## src/rtl/tx_link_fault_rs_if.sv

```systemverilog
// Bus bundle for tx_link_fault_rs: fault status, MAC TX column in, XGMII TX column out.
// TX_LF_STATS_EN adds the rf_col_cnt / drain_abort_cnt statistics signals.
interface tx_link_fault_rs_if;
  logic [1:0]  link_fault;
  logic [31:0] mac_txd;
  logic [3:0]  mac_txc;
  logic [31:0] xgmii_txd;
  logic [3:0]  xgmii_txc;
  logic        mac_tx_hold;
  logic        fault_active;
`ifdef TX_LF_STATS_EN
  logic [31:0] rf_col_cnt;
  logic [15:0] drain_abort_cnt;
`endif

  modport master (
    output link_fault, mac_txd, mac_txc,
    input  xgmii_txd, xgmii_txc, mac_tx_hold, fault_active
`ifdef TX_LF_STATS_EN
    , input rf_col_cnt, drain_abort_cnt
`endif
  );

  modport slave (
    input  link_fault, mac_txd, mac_txc,
    output xgmii_txd, xgmii_txc, mac_tx_hold, fault_active
`ifdef TX_LF_STATS_EN
    , output rf_col_cnt, drain_abort_cnt
`endif
  );
endinterface

```

## src/rtl/tx_link_fault_rs.sv

```systemverilog
// TX reconciliation response to link-fault status: pass-through, drain, Remote Fault or Idle override.
// Optional statistics counters are enabled by defining TX_LF_STATS_EN.
module tx_link_fault_rs #(
  parameter int unsigned CLEAR_CYCLES = 128,
  parameter int unsigned DRAIN_MAX    = 2048
) (
  input  logic              rxclk_2x,
  input  logic              reset,
  tx_link_fault_rs_if.slave bus
);

  localparam int unsigned DW = (DRAIN_MAX > 1) ? $clog2(DRAIN_MAX) : 1;

  localparam logic [31:0]   IDLE_D     = 32'h07070707;
  localparam logic [3:0]    IDLE_C     = 4'hF;
  localparam logic [31:0]   RF_D       = 32'h0200009C;
  localparam logic [3:0]    RF_C       = 4'b0001;
  localparam logic [7:0]    CLR_LAST   = 8'(CLEAR_CYCLES - 1);
  localparam logic [DW-1:0] DRAIN_LAST = DW'(DRAIN_MAX - 1);

  typedef enum logic [1:0] {
    ST_PASS,
    ST_DRAIN,
    ST_SEND_RF,
    ST_SEND_IDLE
  } state_t;

  typedef enum logic [1:0] {
    WANT_NONE,
    WANT_RF,
    WANT_IDLE
  } want_t;

  state_t        state_q, state_d;
  want_t         want;
  logic [DW-1:0] drain_cnt_q, drain_cnt_d;
  logic [7:0]    clr_cnt_q, clr_cnt_d;
  logic          in_frame_q, in_frame_d;
  logic [31:0]   txd_q, txd_d;
  logic [3:0]    txc_q, txc_d;
  logic          fault_active_q;
  logic          start_col, term_col, col_open;

  function automatic state_t send_state(input want_t w);
    return (w == WANT_RF) ? ST_SEND_RF : ST_SEND_IDLE;
  endfunction

  // Local fault (bit 1) dominates, so 11 behaves as local.
  always_comb begin
    if (bus.link_fault[1])      want = WANT_RF;
    else if (bus.link_fault[0]) want = WANT_IDLE;
    else                        want = WANT_NONE;
  end

  always_comb begin
    logic [31:0] sh_d;
    logic [3:0]  sh_c;
    start_col = bus.mac_txc[0] && (bus.mac_txd[7:0] == 8'hFB);
    term_col  = 1'b0;
    sh_d      = bus.mac_txd;
    sh_c      = bus.mac_txc;
    for (int unsigned n = 0; n < 4; n++) begin
      if (sh_c[0] && ((sh_d[7:0] == 8'hFD) || (sh_d[7:0] == 8'hFE)))
        term_col = 1'b1;
      sh_d = sh_d >> 8;
      sh_c = sh_c >> 1;
    end
    // Terminate wins over Start in the same column.
    col_open = term_col ? 1'b0 : (start_col ? 1'b1 : in_frame_q);
  end

  // The PASS drain decision uses the frame state including the current column,
  // so a Start or Terminate arriving together with the fault is accounted for.
  always_comb begin
    state_d     = state_q;
    drain_cnt_d = '0;
    clr_cnt_d   = clr_cnt_q;
    in_frame_d  = in_frame_q;
    txd_d       = bus.mac_txd;
    txc_d       = bus.mac_txc;

    unique case (state_q)
      ST_PASS: begin
        in_frame_d = col_open;
        clr_cnt_d  = '0;
        if (want != WANT_NONE)
          state_d = col_open ? ST_DRAIN : send_state(want);
      end

      ST_DRAIN: begin
        in_frame_d = col_open;
        clr_cnt_d  = '0;
        if (want == WANT_NONE)
          state_d = ST_PASS;
        else if (term_col || (drain_cnt_q == DRAIN_LAST))
          state_d = send_state(want);
        else
          drain_cnt_d = drain_cnt_q + DW'(1);
      end

      ST_SEND_RF, ST_SEND_IDLE: begin
        if (state_q == ST_SEND_RF) begin
          txd_d = RF_D;
          txc_d = RF_C;
        end else begin
          txd_d = IDLE_D;
          txc_d = IDLE_C;
        end
        if (want != WANT_NONE) begin
          clr_cnt_d = '0;
          state_d   = send_state(want);
        end else if (clr_cnt_q == CLR_LAST) begin
          clr_cnt_d  = '0;
          in_frame_d = 1'b0;
          state_d    = ST_PASS;
        end else begin
          clr_cnt_d = clr_cnt_q + 8'd1;
        end
      end

      default: state_d = ST_PASS;
    endcase
  end

  always_ff @(posedge rxclk_2x or posedge reset) begin
    if (reset) begin
      state_q        <= ST_PASS;
      drain_cnt_q    <= '0;
      clr_cnt_q      <= '0;
      in_frame_q     <= 1'b0;
      txd_q          <= IDLE_D;
      txc_q          <= IDLE_C;
      fault_active_q <= 1'b0;
    end else begin
      state_q        <= state_d;
      drain_cnt_q    <= drain_cnt_d;
      clr_cnt_q      <= clr_cnt_d;
      in_frame_q     <= in_frame_d;
      txd_q          <= txd_d;
      txc_q          <= txc_d;
      fault_active_q <= (state_q == ST_SEND_RF) || (state_q == ST_SEND_IDLE);
    end
  end

  // Hold follows the next state so it rises with the fault and drops on the releasing cycle.
  assign bus.mac_tx_hold  = ~reset & (state_d != ST_PASS);
  assign bus.xgmii_txd    = txd_q;
  assign bus.xgmii_txc    = txc_q;
  assign bus.fault_active = fault_active_q;

`ifdef TX_LF_STATS_EN
  logic [31:0] rf_col_cnt_q;
  logic [15:0] drain_abort_cnt_q;
  logic        forced_exit;

  assign forced_exit = (state_q == ST_DRAIN) && (want != WANT_NONE) &&
                       !term_col && (drain_cnt_q == DRAIN_LAST);

  always_ff @(posedge rxclk_2x or posedge reset) begin
    if (reset) begin
      rf_col_cnt_q      <= '0;
      drain_abort_cnt_q <= '0;
    end else begin
      if ((state_q == ST_SEND_RF) && (rf_col_cnt_q != '1))
        rf_col_cnt_q <= rf_col_cnt_q + 32'd1;
      if (forced_exit && (drain_abort_cnt_q != '1))
        drain_abort_cnt_q <= drain_abort_cnt_q + 16'd1;
    end
  end

  assign bus.rf_col_cnt      = rf_col_cnt_q;
  assign bus.drain_abort_cnt = drain_abort_cnt_q;
`endif

endmodule

```

## src/flat_wrapper.sv

```systemverilog
// flat-port wrapper written by rule: the top's interface ports become plain ports
module tx_link_fault_rs_flat 
#(
  parameter int unsigned CLEAR_CYCLES = 128,
  parameter int unsigned DRAIN_MAX    = 2048
)
  (rxclk_2x, reset, bus_link_fault, bus_mac_txd, bus_mac_txc, bus_xgmii_txd, bus_xgmii_txc, bus_mac_tx_hold, bus_fault_active);
  tx_link_fault_rs_if bus_i ();
  input  logic rxclk_2x;
  input  logic reset;
  input wire logic [$bits(bus_i.link_fault)-1:0] bus_link_fault;
  input wire logic [$bits(bus_i.mac_txd)-1:0] bus_mac_txd;
  input wire logic [$bits(bus_i.mac_txc)-1:0] bus_mac_txc;
  output wire logic [$bits(bus_i.xgmii_txd)-1:0] bus_xgmii_txd;
  output wire logic [$bits(bus_i.xgmii_txc)-1:0] bus_xgmii_txc;
  output wire logic [$bits(bus_i.mac_tx_hold)-1:0] bus_mac_tx_hold;
  output wire logic [$bits(bus_i.fault_active)-1:0] bus_fault_active;
  assign bus_i.link_fault = bus_link_fault;
  assign bus_i.mac_txd = bus_mac_txd;
  assign bus_i.mac_txc = bus_mac_txc;
  assign bus_xgmii_txd = bus_i.xgmii_txd;
  assign bus_xgmii_txc = bus_i.xgmii_txc;
  assign bus_mac_tx_hold = bus_i.mac_tx_hold;
  assign bus_fault_active = bus_i.fault_active;
  tx_link_fault_rs #(.CLEAR_CYCLES(CLEAR_CYCLES), .DRAIN_MAX(DRAIN_MAX)) u_core (.rxclk_2x(rxclk_2x), .reset(reset), .bus(bus_i));
endmodule
```

## config.mk

```make
export PLATFORM = sky130hd
export DESIGN_NAME = tx_link_fault_rs_flat
export DESIGN_NICKNAME = d
export VERILOG_FILES = /design/src/rtl/tx_link_fault_rs_if.sv /design/src/rtl/tx_link_fault_rs.sv /design/src/flat_wrapper.sv
export SDC_FILE = /design/constraint.sdc
export NUM_CORES = 1
export LEC_CHECK = 0
export CAP_MARGIN = 25
export CORE_MARGIN = 2
export CORE_UTILIZATION = 45
export CTS_CLUSTER_DIAMETER = 200
export DETAILED_ROUTE_END_ITERATION = 8
export GPL_ROUTABILITY_DRIVEN = 0
export PLACE_DENSITY = 0.84
export REMOVE_ABC_BUFFERS = 1
export SYNTH_ARGS = -nofsm -noshare
export SYNTH_HDL_FRONTEND = slang
export SYNTH_SLANG_ARGS = --single-unit
```

## constraint.sdc

```tcl
create_clock -name rxclk_2x -period 3.21 [get_ports rxclk_2x]
set_clock_uncertainty 0.05 [all_clocks]
set_input_delay 0.321 -clock rxclk_2x [delete_from_list [all_inputs] [get_ports rxclk_2x]]
set_output_delay 0.321 -clock rxclk_2x [all_outputs]
set_load 0.05 [all_outputs]
```

## Word level (Yosys, flattened, before mapping)

Index checks and enable logic that the tools add are counted.

| cells by class | value |
|---|---|
| $add $sub $neg | 2 |
| equality and inequality tests | 17 |
| mux-type cells | 29 |
| bitwise gates (word level) | 2 |
| reductions and logical operators | 18 |

Operators by type and width:

| operator | count |
|---|---|
| $eq 8x8->1 const B | 9 |
| $mux 11 | 3 |
| $mux 32 | 1 |
| $mux 27 | 1 |
| $mux 2 | 8 |
| $mux 8 | 2 |
| $pmux 8 s2 | 1 |
| $add 11x1->11 const B | 1 |
| $eq 11x11->1 const B | 1 |
| $mux 1 | 9 |
| $add 8x1->8 const B | 1 |
| $eq 8x7->1 const B | 1 |
| $mux 4 | 2 |
| $logic_or 1x1->1 | 6 |
| $pmux 2 s3 | 1 |
| $logic_and 1x1->1 | 5 |
| $eq 2x1->1 const B | 2 |
| $eq 2x2->1 const B | 2 |
| $logic_not 2->1 | 2 |
| $reduce_bool 2->1 | 2 |
| $reduce_or 2->1 | 2 |
| $ne 2x1->1 const B | 1 |
| $ne 2x2->1 const B | 1 |
| $pmux 1 s2 | 1 |
| 3 further kinds | 3 |

| storage, ports and cells | value |
|---|---|
| register bits | 59 |
| output and inout port bits | 38 |
| logic and storage cells | 75 |

## Depth between registers and ports, before layout

| depth | value |
|---|---|
| depth in word-level cells | 13 |
| mapped depth | 7 |
| mapped depth without buffers | 6 |

## Least setup slack after synthesis

Ideal clock, no wire load.

| timing path | value |
|---|---|
| path kind | reg2out |
| from | register u_core.clr_cnt_q[0] |
| to | output port bus_mac_tx_hold |
| arrival | 1.813 ns |
| setup slack | 1.026 ns |
| cell stages (with the launch flop) | 7 |
| path through | dfrtp_1 > ha_1 > nand3_1 > nor2_1 > nand3b_1 > o31ai_2 > a21oi_1 |

| on the way | value |
|---|---|
| word-level cells in the longest chain between the ends | 6 |

Ends and longest elaborated chain:

| item | line | text |
|---|---|---|
| from (decl) | tx_link_fault_rs.sv:37 | `logic [7:0] clr_cnt_q, clr_cnt_d;` |
| from (signal assigned) | tx_link_fault_rs.sv:137 | `clr_cnt_q <= clr_cnt_d;` |
| $eq 8x7->1 | tx_link_fault_rs.sv:112 | `end else if (clr_cnt_q == CLR_LAST) begin` |
| $mux 2 | tx_link_fault_rs.sv:112 |  |
| $mux 2 | tx_link_fault_rs.sv:109 | `if (want != WANT_NONE) begin` |
| $pmux 2 s3 | tx_link_fault_rs.sv:82 | `unique case (state_q)` |
| $reduce_bool 2->1 | tx_link_fault_rs.sv:146 | `assign bus.mac_tx_hold = ~reset & (state_d != ST_PASS);` |
| $and 1x1->1 | tx_link_fault_rs.sv:146 |  |
| to (decl) | flat_wrapper.sv:16 | `output wire logic [$bits(bus_i.mac_tx_hold)-1:0] bus_mac_tx_hold;` |

No other way between the ends.

## Worst setup path in the final report

Same ends and word-level chain as after synthesis.

==> metrics list <==
* Reg-to-reg critical path endpoint: u_core.drain_cnt_q[3]
- Once layout is complete, the cells apart from fillers number 374.
* Power per standard cell area: 487 nW/um^2
* Post-synth EDFFs: 0
* Final net count: 341
- Hold Vio Cnt, Final: 0
- After synthesis the netlist holds a flip-flop and latch count of 59.
* Most frequent cells after synthesis: 43 x sky130_fd_sc_hd__dfrtp_1, 18 x sky130_fd_sc_hd__inv_1, 17 x sky130_fd_sc_hd__nor2b_1, 16 x sky130_fd_sc_hd__dfstp_2, 14 x sky130_fd_sc_hd__nor2_1
- Clock latency on the worst-skew pair, taken at its later pin, is 0.33 ns.
- Diodes inserted: 0
- Across all hold checks on the routed design, the worst slack comes to 0.154 ns.
- The root buffer cell chosen for the clock tree is sky130_fd_sc_hd__clkbuf_8.
- Across all layers, the routed design uses 1,820 vias.
- Unrepaired setup endpoints after global routing: false
- The HPWL after detailed placement is 3660 um.
- The flow ran to the end, and the final reports show no timing, DRC or antenna violations.
- Post-route ant nets: 0
- Arrival time of data at the critical path endpoint: 2.47 ns
- Yosys attributes the largest share of cell area to sky130_fd_sc_hd__dfrtp_1 44%, sky130_fd_sc_hd__dfstp_2 17%, sky130_fd_sc_hd__nor2b_1 4.3%.
- Type of the worst min-delay path: input port to async pin
- Largest net degree at the start of global routing: 51
- Post-route total power: 1.73 mW
- First-pass iteration count of the detailed router: 4
* TNS Setup: 0 ns
- Shortest period the worst path allows: 2.84 ns
- Once the clock tree was built, the setup fixing pass inserted 0 buffers.
- Fraction of registers with async set/reset: 100%
- Area of the core: 5200 um^2
- Setup violations remaining at the end of the flow were counted as 0.
- The number of antenna violations at the first check in global routing came to 0.
* Required time of the worst setup path: 2.84 ns
- The cell area that synthesis handed to floorplanning was 2460 um^2.
- Maximum ir drop on the vdd rail: 0.000271 V
- Of all nets on the critical path, the largest fanout is 4.
- Total grt overflow: 0
* Actual slew at the worst max-slew pin: 0.533 ns
- Based on the critical path, the design can be clocked at up to 352 MHz.
- After clock tree synthesis, the repair step resized 0 gates.
- Layout Area Growth over Synthesis: 44.3%
- The largest total area in the synthesized netlist belongs to sky130_fd_sc_hd__dfrtp_1.
* Worst-case setup margin in the final layout: 0.370 ns
- The floorplan has 26 rows.
- The first global-routing pass estimated 8350 um of wire.
- For this design the top-level I/O count stands at 78.
- Placed insts: 357
- Of the available clock period, the critical path in the final layout requires 88.5%.
* Vias per std cell: 4.87
- Maximum buffer depth of the clock tree: 2
- Proportion of synthesized chip area in sequential cells: 60.7%
- After detailed routing, the average wire length per cell comes to 13.9 um.
- Once the floorplan was initialized, standard cells occupied 47.4% of the core.
- Across the run, the number of max-cap violations was 0.
- Measured along the x axis, the die boundary spans 78.0 um.
- Buffers inserted during clock tree synthesis total 9.
- Global-route total usage across every layer: 17.9%
* Dpl ws: 0.714 ns
- CTS built an H-tree with a depth of 3.
- TritonCTS clock tree: yes
* Share of layout cells above drive strength 1: 18.4%
- Vias in the first global route: 1,791
- For this design, the CTS-stage hold fixing added 0 buffers.
- Initial DRC Count: 65
- After clock tree synthesis, the clock-pin slew on the worst setup and hold paths is 0.06 ns.
* Startpoint of the most critical register-to-register path: u_core.drain_cnt_q[0]
* Area of the die: 6090 um^2
- In this run the register-to-register setup slack is 1.35 ns.
- STA classifies the critical path endpoint as an output pin.
- In the routed design, unresolved DRC markers number 0.
- Library cell with the highest instance count after synthesis: sky130_fd_sc_hd__dfrtp_1
- The most used flip-flop cell after synthesis is sky130_fd_sc_hd__dfrtp_1.
* Number of sinks on the clock net: 59
* Depth of the worst register-to-register path: 6
* Relative slew slack: 64.3%
- Total count of max-transition violations in the final report: 0
* Yosys top cell area share: 43.7%
- Critical Setup Path Class: register to output pin
- Startpoint type of the worst setup path: register
- During synthesis, Yosys emitted a total of 0 warnings.
- Average instance area after synthesis: 11.5 um^2
- DRT Wirelength: 5180 um
* Die height: 78.0 um
- Reported leakage power: 1.48 nW
* Unique masters post-synth: 37
- Synthesis handed over a netlist of 215 instances.
* I/O Buffers: 77
==> power by group <==
| group | internal, mW | switching, mW | leakage (nW) |
|---|---|---|---|
| Clock | 0.480 | 0.279 | 0.117 |
| Combinational | 0.0868 | 0.111 | 0.621 |
| Sequential | 0.769 | 0.00624 | 0.746 |
| Total | 1.33 | 0.396 | 1.48 |
==> critical path, cell delays in order, from the launching register on <==
cell,delay (ns)
sky130_fd_sc_hd__dfrtp_1,0.39
sky130_fd_sc_hd__ha_1,0.20
sky130_fd_sc_hd__nand3_1,0.12
sky130_fd_sc_hd__nor2_1,0.19
sky130_fd_sc_hd__nand3b_1,0.19
sky130_fd_sc_hd__o31ai_2,0.25
sky130_fd_sc_hd__a21oi_1,0.10
sky130_fd_sc_hd__clkdlybuf4s50_1,0.71
==> flip-flops by register name, summed over array words and instances (netlist names) <==
name,flops
u_core.drain_cnt_q,11
u_core.in_frame_q,1
u_core.bus.xgmii_txc,4
u_core.clr_cnt_q,8
u_core.bus.xgmii_txd,32
u_core.bus.fault_active,1
u_core.state_q,2
==> kinds of logic (layout without fill, tap and decap cells) <==
group,count (synthesis),after routing,synth area share [%]
buffers and inverters,26,115,4.31
adders and majority gates,2,2,1.02
xor gates and xnor gates,18,18,6.40
and+or+nand+nor,80,80,18.6
AOI/OAI and AO/OA,30,30,8.98
DFF,59,59,60.7
==> metal layers <==
metal  vias up  share of wire, %  track usage (%)
li1        873                 -                -
met1       884                43             23.4
met2        59                50             27.6
met3         4               6.3             6.09
met4         0              0.64             7.37
met5         -                 0                0
==> final cells by class <==
cell class	count	area, um^2
multi-input cells	130	862
repair buffers	81	813
fillers	379	1650
inverters	18	67.6
flip-flops and latches	59	1500
clock buffers	12	155
clock inverters	4	73.8
well taps	70	87.6
==> stage by stage <==
step	area, um^2	util [%]
floorplan	2430	-
global placement	3310	63.5
detailed placement	3310	63.5
CTS	3540	67.9
global route	3560	68.3
finish	3560	68.3
==> worst max path at each step <==
stage | from | to | slack (ns) | cells past startpoint
CTS | u_core.clr_cnt_q[0] | bus_mac_tx_hold | 0.33 | 7
detailed placement | u_core.clr_cnt_q[0] | bus_mac_tx_hold | 0.71 | 7
floorplan | u_core.state_q[1] | bus_mac_tx_hold | 0.95 | 2
global placement | u_core.clr_cnt_q[0] | bus_mac_tx_hold | 0.79 | 7
finish | u_core.clr_cnt_q[0] | bus_mac_tx_hold | 0.37 | 7
global route | u_core.clr_cnt_q[0] | bus_mac_tx_hold | 0.17 | 7
==> layout by cell type (no fill, tap or decap), types with 4 or more instances in the layout <==
| master | instances |
|---|---|
| sky130_fd_sc_hd__nand4_1 | 4 |
| sky130_fd_sc_hd__o21ai_0 | 13 |
| sky130_fd_sc_hd__xnor2_1 | 10 |
| sky130_fd_sc_hd__dfrtp_1 | 43 |
| sky130_fd_sc_hd__nor2_1 | 14 |
| sky130_fd_sc_hd__inv_1 | 17 |
| sky130_fd_sc_hd__nand2_1 | 9 |
| sky130_fd_sc_hd__xor2_1 | 8 |
| sky130_fd_sc_hd__clkdlybuf4s50_1 | 77 |
| sky130_fd_sc_hd__nand3_1 | 10 |
| sky130_fd_sc_hd__dfstp_2 | 16 |
| sky130_fd_sc_hd__clkbuf_8 | 11 |
| sky130_fd_sc_hd__nor2_2 | 9 |
| sky130_fd_sc_hd__nor2b_1 | 17 |
Note: power is estimated with default switching activity, not from simulation.
